**src/rtl/mac.sv**
```systemverilog
// mac: registered unsigned multiply-accumulate, y accumulates the previously registered product
//   clk   : rising-edge clock
//   reset : asynchronous active-low reset, clears m and y
//   x1,x2 : XW-bit unsigned operands
//   m     : OW-bit registered product (truncated, or clamped with MAC_SAT_EN)
//   y     : OW-bit registered accumulator (wraps, or clamps with MAC_SAT_EN)
//   Define MAC_SAT_EN for saturating arithmetic; the default build wraps.
module mac #(
   parameter int XW = 8,
   parameter int OW = 10
) (
   input  logic          clk,
   input  logic          reset,
   input  logic [XW-1:0] x1,
   input  logic [XW-1:0] x2,
   output logic [OW-1:0] m,
   output logic [OW-1:0] y
);
   logic [2*XW-1:0] p;
   logic [OW:0]     s;
   logic [OW-1:0]   m_d;
   logic [OW-1:0]   y_d;
   assign p = {{XW{1'b0}}, x1} * {{XW{1'b0}}, x2};
   assign s = {1'b0, y} + {1'b0, m};
`ifdef MAC_SAT_EN
   // any product bit above OW or a carry out of the sum means overflow
   assign m_d = |p[2*XW-1:OW] ? '1 : p[OW-1:0];
   assign y_d = s[OW] ? '1 : s[OW-1:0];
`else
   assign m_d = p[OW-1:0];
   assign y_d = s[OW-1:0];
`endif
   always_ff @(posedge clk or negedge reset)
      if (!reset) begin
         m <= '0;
         y <= '0;
      end else begin
         m <= m_d;
         y <= y_d;
      end
endmodule

```
**config.mk**
```make
export PLATFORM = sky130hd
export DESIGN_NAME = mac
export DESIGN_NICKNAME = d
export VERILOG_FILES = /design/src/rtl/mac.sv
export SDC_FILE = /design/constraint.sdc
export NUM_CORES = 1
export LEC_CHECK = 0
export ABC_AREA = 1
export CAP_MARGIN = 40
export CORE_AREA = 2 2 73 75
export CTS_CLUSTER_DIAMETER = 80
export DETAILED_ROUTE_END_ITERATION = 6
export DIE_AREA = 0 0 75 77
export PLACE_DENSITY = 0.79
export REMOVE_ABC_BUFFERS = 1
export SETUP_SLACK_MARGIN = 0.4
export SLEW_MARGIN = 20
export SYNTH_ARGS = -nofsm -noshare
export SYNTH_HDL_FRONTEND = slang
export SYNTH_SLANG_ARGS = --single-unit
```
**constraint.sdc**
```tcl
create_clock -name clk -period 2.3 [get_ports clk]
set_input_delay 0.345 -clock clk [delete_from_list [all_inputs] [get_ports clk]]
set_output_delay 0.345 -clock clk [all_outputs]
set_load 0.01 [all_outputs]
```
; ---- Yosys cells after proc, flatten, opt, wreduce, memory -nomap -nowiden
; Cells that the tools add are included.
[op_classes]
addsub = 1
multipliers = 1
[op_table]
columns = op, count
row1 = 10-bit adder, 1
row2 = 8-bit by 8-bit multiplier with 10-bit output, 1
[totals]
regBits = 20
inputBits = 18

; ---- Depth between registers and ports, before layout
; Gate-level depths: netlist of the first run.
[logic_depth]
ltp_word = 1
ltp_mapped = 22

; ---- Worst setup path before layout of the first run
; Ideal clock, no wire load.
[synth_timing]
kind = input to register
start = input port x1[0]
end = register m[9]
arrival_time_ns = 3.610
slack_ns = -1.428
cell_stages = 16
setup_time_ns = 0.117
n_path_buf = 1
path_cell_list = clkbuf_1 > nand2_1 > fa_1 > fa_1 > inv_1 > fa_1 > inv_1 > fa_1 > inv_1 > ha_1 > nand2_1 > nand2_1 > a21oi_1 > inv_1 > nand3_1 > nand2_1
[synth_between]
elab_chain_cells = 1
[synth_rtl]
columns = item, line_no
row1 = start: declaration, 14  ; input logic [XW-1:0] x1,
row2 = 8-bit by 8-bit multiplier with 10-bit output, 23  ; assign p = {{XW{1'b0}}, x1} * {{XW{1'b0}}, x2};
row3 = net p[9], 19  ; logic [2*XW-1:0] p;
row4 = end signal: assignment, 38  ; m <= m_d;
row5 = end: declaration, 16  ; output logic [OW-1:0] m,
; The timed path passes the listed nets, and every way through them passes these cells.

; ---- Worst setup path in the final report of the first run
[layout_timing]
start = input port x2[4]
end = register m[9]
[layout_between]
elab_chain_cells = 1
[layout_rtl]
columns = item, line_no
row1 = start: declaration, 15  ; input logic [XW-1:0] x2,
row2 = 8-bit by 8-bit multiplier with 10-bit output, 23
row3 = net p[9], 19
; The timed path passes the listed nets, and every way through them passes these cells.

==> key figures, run 1 <==
Synth
  • Avg Synthesized Cell Area: 7.602 µm²
  • Post-synthesis cell type count: 22
  • Top post-synthesis cells by area: dfrtp_1 21%, fa_1 20%, ha_1 15%
  • Post-synthesis instance total: 316
  • Area share of the largest cell type after synthesis: 20.83%
  • Sequential share of the synthesized area: 20.83%
  • Synthesis-stage register bit count: 20
  • Synth warnings: 0
  • Post-Syn Area: 2402 µm²
  • Synth area leader: dfrtp_1

Outcome
  • Outcome: finished, violations left
  • Failing checks: negative setup slack

Routing
  • Post-DRT Antenna Nets: 0
  • Initial DRT Pass Iterations: 4
  • DR vias: 2,172
  • Vias/cell: 4.681
  • Number of remaining DRC errors: 0
  • Drt first-iter violations: 87
  • Routed wire length: 5798 µm
  • WL per Instance: 12.50 µm

Floorplan
  • Initial Util: 48.27%
  • # IOs: 38
  • Die area: 5775 µm²
  • Rows: 26
  • Core area: 4977 µm²
  • Height of the die: 77 µm
  • Die X: 75 µm

Finish
  • Antenna diodes: 0
  • P&R area growth vs syn: 45.83%
  • Fin nets: 465
  • Most common cell after layout, fill and taps aside: inv_1
  • Most frequent cells in the layout: 68 x inv_1, 66 x nand2_1, 26 x nand2_2, 26 x buf_4
  • Share of layout cells above drive strength 1: 35.03%
  • Design area: 3503 µm²

Worst setup path
  • Crit start category: input pin
  • Crit path buf inv count: 6
  • Critical Path AT: 3.44 ns
  • Crit Path Max Fanout: 4
  • Critical path's top delay family: adder cells
  • Most used cell along the critical path: nand3_2
  • Slowest stage delay, CP: 0.51 ns
  • Worst path required time: 2.45 ns
  • Crit Path Category: in2reg
  • Slowest CP cell: fa_1
  • Setup crit end kind: flip-flop
  • Crit-path cells: buf_8 -> buf_4 -> nand2_1 -> inv_1 -> fa_2 -> ha_4 -> inv_1 -> fa_1 -> fa_1 -> inv_2 -> ha_4 -> nand3_2 -> nand3_2 -> nand2_2 -> nand2_2 -> a21oi_4 -> inv_2 -> nand3_2 -> nand2_1

GRT
  • Vias in the first global route: 2,268
  • Total GRT Usage: 21.37%
  • Largest net degree at the start of global routing: 21
  • First-pass GRT wire length: 9618 µm
  • Remaining Overflow, GRT: 0
  • Initial antenna violation count: 0

STA
  • # setup viols final: 6
  • Fin crit period: 3.285 ns
  • Part of the cycle the worst path needs: 142.8%
  • Worst-margin pin slew: 0.3445 ns
  • Setup Skew: 0.004490 ns
  • Max-slew violation count: 0
  • Max Fclk: 0.3044 GHz
  • Slew HR: 76.79%
  • Worst setup margin: -0.9852 ns
  • RSZ-0062 raised after global routing: yes
  • Final Hold Viols: 0

Place
  • Pre-CTS setup slack: -1.835 ns
  • Post-DP Area: 3074 µm²
  • Dpl hpwl: 4461 µm
  • Final GP Congestion: 0.9408
  • Port buffer count: 37

Worst hold path
  • Worst hold path type: in2async

CTS
  • CTS HTree Levels: 1
  • CTS Root Cell: clkbuf_8
  • CTS buffer count: 3
  • Worst-path clk slew: 0.07 ns
  • Clock Latency Late Sink: 0.26 ns
  • CTS Sinks: 20
  • Clock tree buffer depth: 2
  • CTS tree: yes

Pwr
  • PwrDens: 984.0 nW/µm²
  • Peak VDD IR: 504.3 µV
  • Leakage: 0.001958 µW

Run
  • Max Cap Viol: 0
## per-stage QoR
step                std cells  total power, µW  utilization (%)  setup TNS, ns  hold WS [ns]
global route              464             3813            70.39         -4.701        0.4531
floorplan                 310             1947                -         -4.718       0.04941
detailed placement        450             2755            61.76         -9.866        0.4956
finish                    464             3447            70.39         -4.248        0.4296
CTS                       461             3215            67.80         -4.089        0.4361
global placement          450             2638            61.76         -9.347        0.4910
## where the power goes
group,internal [µW],switching [µW]
registers,537,102
logic,1260,1280
clock network,152,117
## flip-flops by register name, summed over array words and instances (netlist names)
register and flops:
m 10, y 10
## repair_timing
action                                  in CTS  in global routing
gates resized for setup                    116                 40
pin swaps                                   43                 31
endpoints found under the setup margin       7                  9
hold endpoints to repair                     0                  0
buffers inserted                             7                  3
hold buffers                                 0                  0
## worst paths after layout
path	slack, ns	startpoint	end	depth (start not counted)
worst min-delay path	0.43	reset	y[4]$_DFF_PN0_	2
worst max register to register	0.57	y[0]$_DFF_PN0_	y[8]$_DFF_PN0_	7
min in group clk	0.51	m[0]$_DFF_PN0_	y[0]$_DFF_PN0_	1
worst min register to register	0.51	m[0]$_DFF_PN0_	y[0]$_DFF_PN0_	1
worst max-delay path	-0.99	x2[4]	m[9]$_DFF_PN0_	19
max in group asynchronous	1.66	reset	y[8]$_DFF_PN0_	2
## cells in the mapped netlist
master and n:
a21oi_1 10, xor2_1 11, buf_6 1, fa_1 24, buf_4 1, nor2_1 6
ha_1 28, nor2_2 1, nand3_1 14, nand2_1 86, xnor2_1 2, nand2_2 7
nand3_2 2, o21ai_0 2, clkbuf_1 4, dfrtp_1 20, nand4_1 3, clkinv_1 1
inv_1 88, o21ai_1 2, inv_2 2, o21bai_1 1
## cells by family (layout without fill, tap and decap cells)
| kind of cell | Yosys count | count (layout) | share of synthesized area [%] |
|---|---|---|---|
| AND/OR/NAND/NOR | 119 | 119 | 20.99 |
| buffers and inverters | 97 | 175 | 15.63 |
| adder cells (fa/ha/maj) | 52 | 52 | 34.58 |
| flip-flops | 20 | 20 | 20.83 |
| AO/OA/AOI/OAI | 15 | 15 | 3.229 |
| XOR/XNOR | 13 | 13 | 4.740 |
## final cells by class
class                           instances  area, µm²
Multi-Input combinational cell        199       1772
Fill cell                             387       1474
Clock buffer                            4      55.05
Tap cell                               70      87.58
Inverter                               91      341.6
Timing Repair Buffer                   80      747.0
Sequential cell                        20      500.5
## routing by layer
| metal | up-vias | GRT usage [%] | wire, µm |
|---|---|---|---|
| met1 | 1035 | 23.22 | 2147 |
| met4 | 0 | 6.786 | 164 |
| met3 | 13 | 0.9198 | 163 |
| met5 | - | 0 | 0 |
| li1 | 1074 | - | - |
| met2 | 50 | 42.11 | 3322 |
Note: power is estimated with default switching activity, not from simulation.
==> inputs of run 2 (changes only) <==
- clock period: 2.3 -> 3.4 ns (I/O delays scaled with it)
==> run 2 against run 1 <==
- the flow still finishes with violations (negative setup slack)
- worst hold slack better by 0.084 ns
- critical path depth down 1
- combinational power down 34%
- setup slack better by 0.88 ns
- via count down 1.1%
- critical path type unchanged
- critical endpoint unchanged
==> key figures, run 2 (synthesis results as in run 1) <==
Outcome
  • Outcome: finished, violations left
  • Failing checks: negative setup slack

Finish
  • Most common cell after layout, fill and taps aside: nand2_1
  • Share of layout cells above drive strength 1: 31.79%
  • P&R area growth vs syn: 41.56%
  • Antenna diodes: 0
  • Fin nets: 461
  • Biggest regs: m: 10 flops, y: 10 flops
  • Final Util: 68.33%
  • Most frequent cells in the layout: 71 x nand2_1, 64 x inv_1, 26 x inv_2, 26 x buf_4
  • Design area: 3401 µm²

Routing
  • DR vias: 2,149
  • Initial DRT Pass Iterations: 6
  • Vias/cell: 4.672
  • Routed wire length: 5549 µm
  • WL per Instance: 12.06 µm
  • Number of remaining DRC errors: 0
  • Drt first-iter violations: 87
  • Post-DRT Antenna Nets: 0

CTS
  • CTS HTree Levels: 1
  • Clock Latency Late Sink: 0.25 ns
  • CTS Sinks: 20
  • Worst-path clk slew: 0.08 ns
  • CTS tree: yes
  • CTS Root Cell: clkbuf_8
  • CTS buffer count: 3
  • Clock tree buffer depth: 2

Worst hold path
  • Hold Path Stages: 1
  • Worst hold path type: reg2reg
  • Hold EP: y[0]$_DFF_PN0_
  • Hold Crit Start: m[0]$_DFF_PN0_

Worst setup path
  • Crit Path Category: in2reg
  • Crit start category: input pin
  • Slowest CP cell: fa_1
  • Cell depth of the worst flop-to-flop path: 8
  • Worst R2R Setup Slack: 1.54 ns
  • Reg2reg start: y[0]$_DFF_PN0_
  • Crit-path cells: buf_8 -> nand2_4 -> inv_2 -> fa_1 -> inv_2 -> fa_1 -> inv_2 -> fa_1 -> inv_2 -> fa_1 -> inv_2 -> ha_4 -> nand2_2 -> nand2_2 -> a21oi_2 -> inv_1 -> nand3_2 -> nand2_1
  • Most used cell along the critical path: inv_2
  • Worst path required time: 3.54 ns
  • Reg-to-reg critical path endpoint: y[6]$_DFF_PN0_
  • Crit Path Max Fanout: 4
  • Crit path buf inv count: 7
  • Critical path's top delay family: adder cells
  • Critical Path AT: 3.64 ns
  • Setup crit end kind: flip-flop
  • Slowest stage delay, CP: 0.56 ns

GRT
  • First-pass GRT wire length: 9259 µm
  • M3 GR Usage: 1.314%
  • Initial antenna violation count: 0
  • Met2 GRT Util: 40.44%
  • GRT Max-Usage Layer: met2
  • Remaining Overflow, GRT: 0
  • Met1 usage: 21.36%
  • Vias in the first global route: 2,269
  • Largest net degree at the start of global routing: 14
  • Total GRT Usage: 20.40%

STA
  • Slew HR: 74.29%
  • Part of the cycle the worst path needs: 103.1%
  • Max Fclk: 0.2854 GHz
  • # setup viols final: 2
  • Setup Skew: 0.008598 ns
  • Setup TNS Final: -0.1046 ns
  • Final Hold Viols: 0
  • Max-slew violation count: 0
  • Fin crit period: 3.504 ns
  • Worst setup margin: -0.1038 ns
  • Worst-margin pin slew: 0.3845 ns
  • RSZ-0062 raised after global routing: yes

Floorplan
  • Die X: 75 µm
  • Height of the die: 77 µm
  • # IOs: 38
  • Core area: 4977 µm²
  • Die area: 5775 µm²
  • Rows: 26
  • Initial Util: 48.27%

Pwr
  • Combinational power share: 73.4%
  • Power, Total: 2289 µW
  • Peak VDD IR: 364.9 µV
  • Net Sw Frac: 43.43%
  • Internal power: 1295 µW
  • Flop pwr share: 18.8%
  • NetSw: 994.2 µW
  • Leakage: 0.001939 µW
  • PwrDens: 673.2 nW/µm²
  • Clk pwr share: 7.7%

Place
  • Pre-CTS setup slack: -0.9582 ns
  • Post-DP Area: 3082 µm²
  • Final GP Congestion: 0.9349
  • Port buffer count: 37
  • Dpl hpwl: 4558 µm

Run
  • Max Cap Viol: 0
## run 2: cell types whose count changed in the layout (fill, tap and decap cells not counted), moves of 3 or more
cell	delta
nand3_2	-4
inv_2	+4
ha_1	+3
inv_1	-4
nand2_4	+3
nand2_2	-8
ha_4	-4
buf_6	-4
nand2_1	+5
## run 2: per-stage QoR
stage	instances	hold slack, ns
after floorplan	310	0.2144
after global placement	449	0.4905
final	460	0.5134
after detailed placement	450	0.4956
after CTS	458	0.5123
after global routing	460	0.5276
## run 2: routing by layer
| metal | up-vias | wire [µm] |
|---|---|---|
| li1 | 1069 | - |
| met1 | 1006 | 2093 |
| met2 | 58 | 3144 |
| met3 | 16 | 158 |
| met4 | 0 | 153 |
| met5 | - | 0 |
## run 2: worst max path at each step
stage	from	to	slack [ns]	depth (start not counted)
2_1_floorplan	x2[4]	m[9]$_DFF_PN0_	-0.28	17
3_3_place_gp	x1[1]	m[9]$_DFF_PN0_	-0.81	18
3_5_place_dp	x1[1]	m[9]$_DFF_PN0_	-0.96	18
4_1_cts	x2[4]	m[9]$_DFF_PN0_	-0.06	18
5_1_grt	x2[4]	m[9]$_DFF_PN0_	-0.20	18
6_report	x2[4]	m[9]$_DFF_PN0_	-0.10	18
## run 2: what timing repair did
item	in CTS	in global routing
setup buffers	4	2
hold buffers	0	0
pin swaps	36	24
gates resized for setup	101	39
setup endpoints to repair	6	5
## run 2: cell type report
| class | instances | area (µm²) |
|---|---|---|
| Multi-Input combinational cell | 199 | 1713 |
| Fill cell | 403 | 1577 |
| Timing Repair Buffer | 76 | 703.2 |
| Sequential cell | 20 | 500.5 |
| Inverter | 91 | 341.6 |
| Tap cell | 70 | 87.58 |
| Clock buffer | 4 | 55.05 |
## run 2: power groups by stage
stage | sequential [µW] | combinational (µW) | clock (µW)
6_report | 431 | 1680 | 177
5_1_grt | 444 | 1880 | 196
4_1_cts | 433 | 1560 | 178
3_5_place_dp | 437 | 1430 | 0
3_3_place_gp | 429 | 1360 | 0
2_1_floorplan | 477 | 840 | 0
==> inputs of run 3 (changes only) <==
- PLACE_DENSITY: 0.79 -> default
- PLACE_DENSITY_LB_ADDON: default -> 0.08
- clock period: 3.4 -> 3.5 ns (I/O delays scaled with it)
==> run 3 against run 2 <==
- routed wire length fell by 5.7%
- count of clock-buffer cells in the layout fell by 1
- total power fell by 5.2%
- the flow now finishes without violations
- combinational power fell by 9%
- setup slack improved by 0.16 ns
- final area fell by 2.1%
- non-clock buffer count fell by 3
- die area did not move
==> key figures, run 3 (synthesis results as in run 1) <==
Place
  • Port buffer count: 37
  • Final GP Congestion: 0.8470
  • Dpl hpwl: 4527 µm
  • Post-DP Area: 3070 µm²

Floorplan
  • Core area: 4977 µm²
  • Die area: 5775 µm²
  • Height of the die: 77 µm
  • Die X: 75 µm
  • # IOs: 38
  • Rows: 26
  • Initial Util: 48.27%

Finish
  • Multi-input logic area: 1673 µm²
  • Most frequent cells in the layout: 78 x nand2_1, 71 x inv_1, 30 x buf_4, 22 x clkdlybuf4s50_1, 21 x ha_1
  • Fin nets: 458
  • Most common cell after layout, fill and taps aside: nand2_1
  • Share of layout cells above drive strength 1: 26.61%
  • P&R area growth vs syn: 38.59%
  • Design area: 3329 µm²
  • Sequential cell area: 500.5 µm²
  • Fill cells: 442
  • Biggest regs: m: 10 flops, y: 10 flops
  • Antenna diodes: 0

STA
  • Slew HR: 66.75%
  • RSZ-0062 raised after global routing: yes
  • Final Hold Viols: 0
  • Worst-margin pin slew: 0.4972 ns
  • Max-slew violation count: 0
  • Fin crit period: 3.443 ns
  • Part of the cycle the worst path needs: 98.38%
  • Setup Skew: 0.004214 ns
  • Max Fclk: 0.2904 GHz
  • # setup viols final: 0

Routing
  • Initial DRT Pass Iterations: 4
  • Met1 wire length: 2186 µm
  • Top sig layer: met4
  • WL per Instance: 11.45 µm
  • Wire length on met2: 2882 µm
  • DR vias: 2,064
  • Vias/cell: 4.516
  • Routed wl met3: 108 µm
  • Routed wire length: 5234 µm
  • Post-DRT Antenna Nets: 0
  • Drt first-iter violations: 48
  • Number of remaining DRC errors: 0

Worst setup path
  • Crit-path cells: dlygate4sd2_1 -> nand2_1 -> fa_1 -> fa_1 -> inv_2 -> fa_1 -> inv_2 -> fa_1 -> inv_2 -> ha_4 -> nand2_1 -> nand2_1 -> a21oi_2 -> inv_1 -> nand3_2 -> nand2_1
  • Worst R2R Setup Slack: 1.67 ns
  • Reg2reg start: m[0]$_DFF_PN0_
  • Crit Path Max Fanout: 2
  • Critical Path AT: 3.59 ns
  • Crit Path Category: in2reg
  • Crit path buf inv count: 5
  • Critical path's top delay family: adder cells
  • Slowest CP cell: fa_1
  • Reg-to-reg critical path endpoint: y[6]$_DFF_PN0_
  • Worst Setup SP: x2[5]
  • Slowest stage delay, CP: 0.54 ns
  • Setup crit end kind: flip-flop
  • Crit start category: input pin
  • Cell depth of the worst flop-to-flop path: 8
  • Worst path required time: 3.65 ns

Pwr
  • PwrDens: 651.9 nW/µm²
  • Leakage: 0.001912 µW
  • Peak VDD IR: 345.3 µV
  • Power, Total: 2171 µW

CTS
  • CTS tree: yes
  • Clock Latency Late Sink: 0.25 ns
  • CTS Sinks: 20
  • Hold-fix buffers, CTS: 0
  • CTS buffer count: 3
  • Worst-path clk slew: 0.07 ns
  • CTS Root Cell: clkbuf_8
  • CTS HTree Levels: 1
  • Clock tree buffer depth: 2

Outcome
  • Outcome: complete, no violations

Worst hold path
  • Hold Path Stages: 1
  • Hold EP: y[0]$_DFF_PN0_
  • Worst hold path type: reg2reg
  • Hold Crit Start: y[0]$_DFF_PN0_

GRT
  • Total GRT Usage: 20.37%
  • First-pass GRT wire length: 9177 µm
  • Initial antenna violation count: 0
  • Largest net degree at the start of global routing: 13
  • Remaining Overflow, GRT: 0
  • Vias in the first global route: 2,158

Run
  • Max Cap Viol: 0
-- run 3: worst max path at each step --
stage,end,slack [ns],depth (start not counted)
floorplan,m[9]$_DFF_PN0_,-0.20,17
global placement,m[9]$_DFF_PN0_,-0.75,18
detailed placement,m[9]$_DFF_PN0_,-0.80,18
CTS,m[9]$_DFF_PN0_,0.06,18
global route,m[9]$_DFF_PN0_,-0.08,13
finish,m[9]$_DFF_PN0_,0.06,16
-- run 3: report_power, final --
part	total, µW	internal [µW]	leakage (µW)	switching (µW)
logic	1530	758	0.00164	773
registers	413	352	0.000235	60.6
clock network	226	152	0.0000357	73.9
-- run 3: what timing repair did --
action | in CTS | in global routing
gates cloned | 0 | 0
resized for setup | 87 | 16
setup endpoints to repair | 6 | 4
pin swaps | 36 | 16
setup buffers | 4 | 0
-- run 3: layout make-up --
type,instances,area share [%]
timing repair buffer,73,19.69
inverter,91,10.26
clock inverter,1,0.9019
multi-input combinational,199,50.24
sequential,20,15.03
clock buffer,3,1.240
tap,70,2.631
-- run 3: per-stage QoR --
step / setup TNS (ns) / util, % / hold WS, ns / std cells / worst slack, ns
after global routing: -0.1016 / 66.89 / 0.5289 / 457 / -0.07879
after detailed placement: -3.099 / 61.69 / 0.4920 / 449 / -0.7982
final: 0 / 66.89 / 0.5049 / 457 / 0.05675
after global placement: -2.780 / 61.46 / 0.4856 / 448 / -0.7512
after floorplan: -0.2098 / - / 0.2294 / 310 / -0.1953
after CTS: 0 / 65.84 / 0.5094 / 457 / 0.05710
-- run 3: worst register-to-register path, stage by stage, from the launching register on --
cell and delay [ns]:
dfrtp_1 0.37, ha_1 0.21, inv_1 0.08, fa_1 0.40, o21ai_1 0.30, nand2_1 0.08, nand2_1 0.06, a21oi_1 0.07
xor2_1 0.14
-- run 3: routing by layer --
| metal | up-vias | track usage [%] |
|---|---|---|
| met4 | 0 | 4.821 |
| met3 | 4 | 0.7884 |
| li1 | 1064 | - |
| met1 | 959 | 23.83 |
| met2 | 37 | 39.21 |
| met5 | - | 0 |
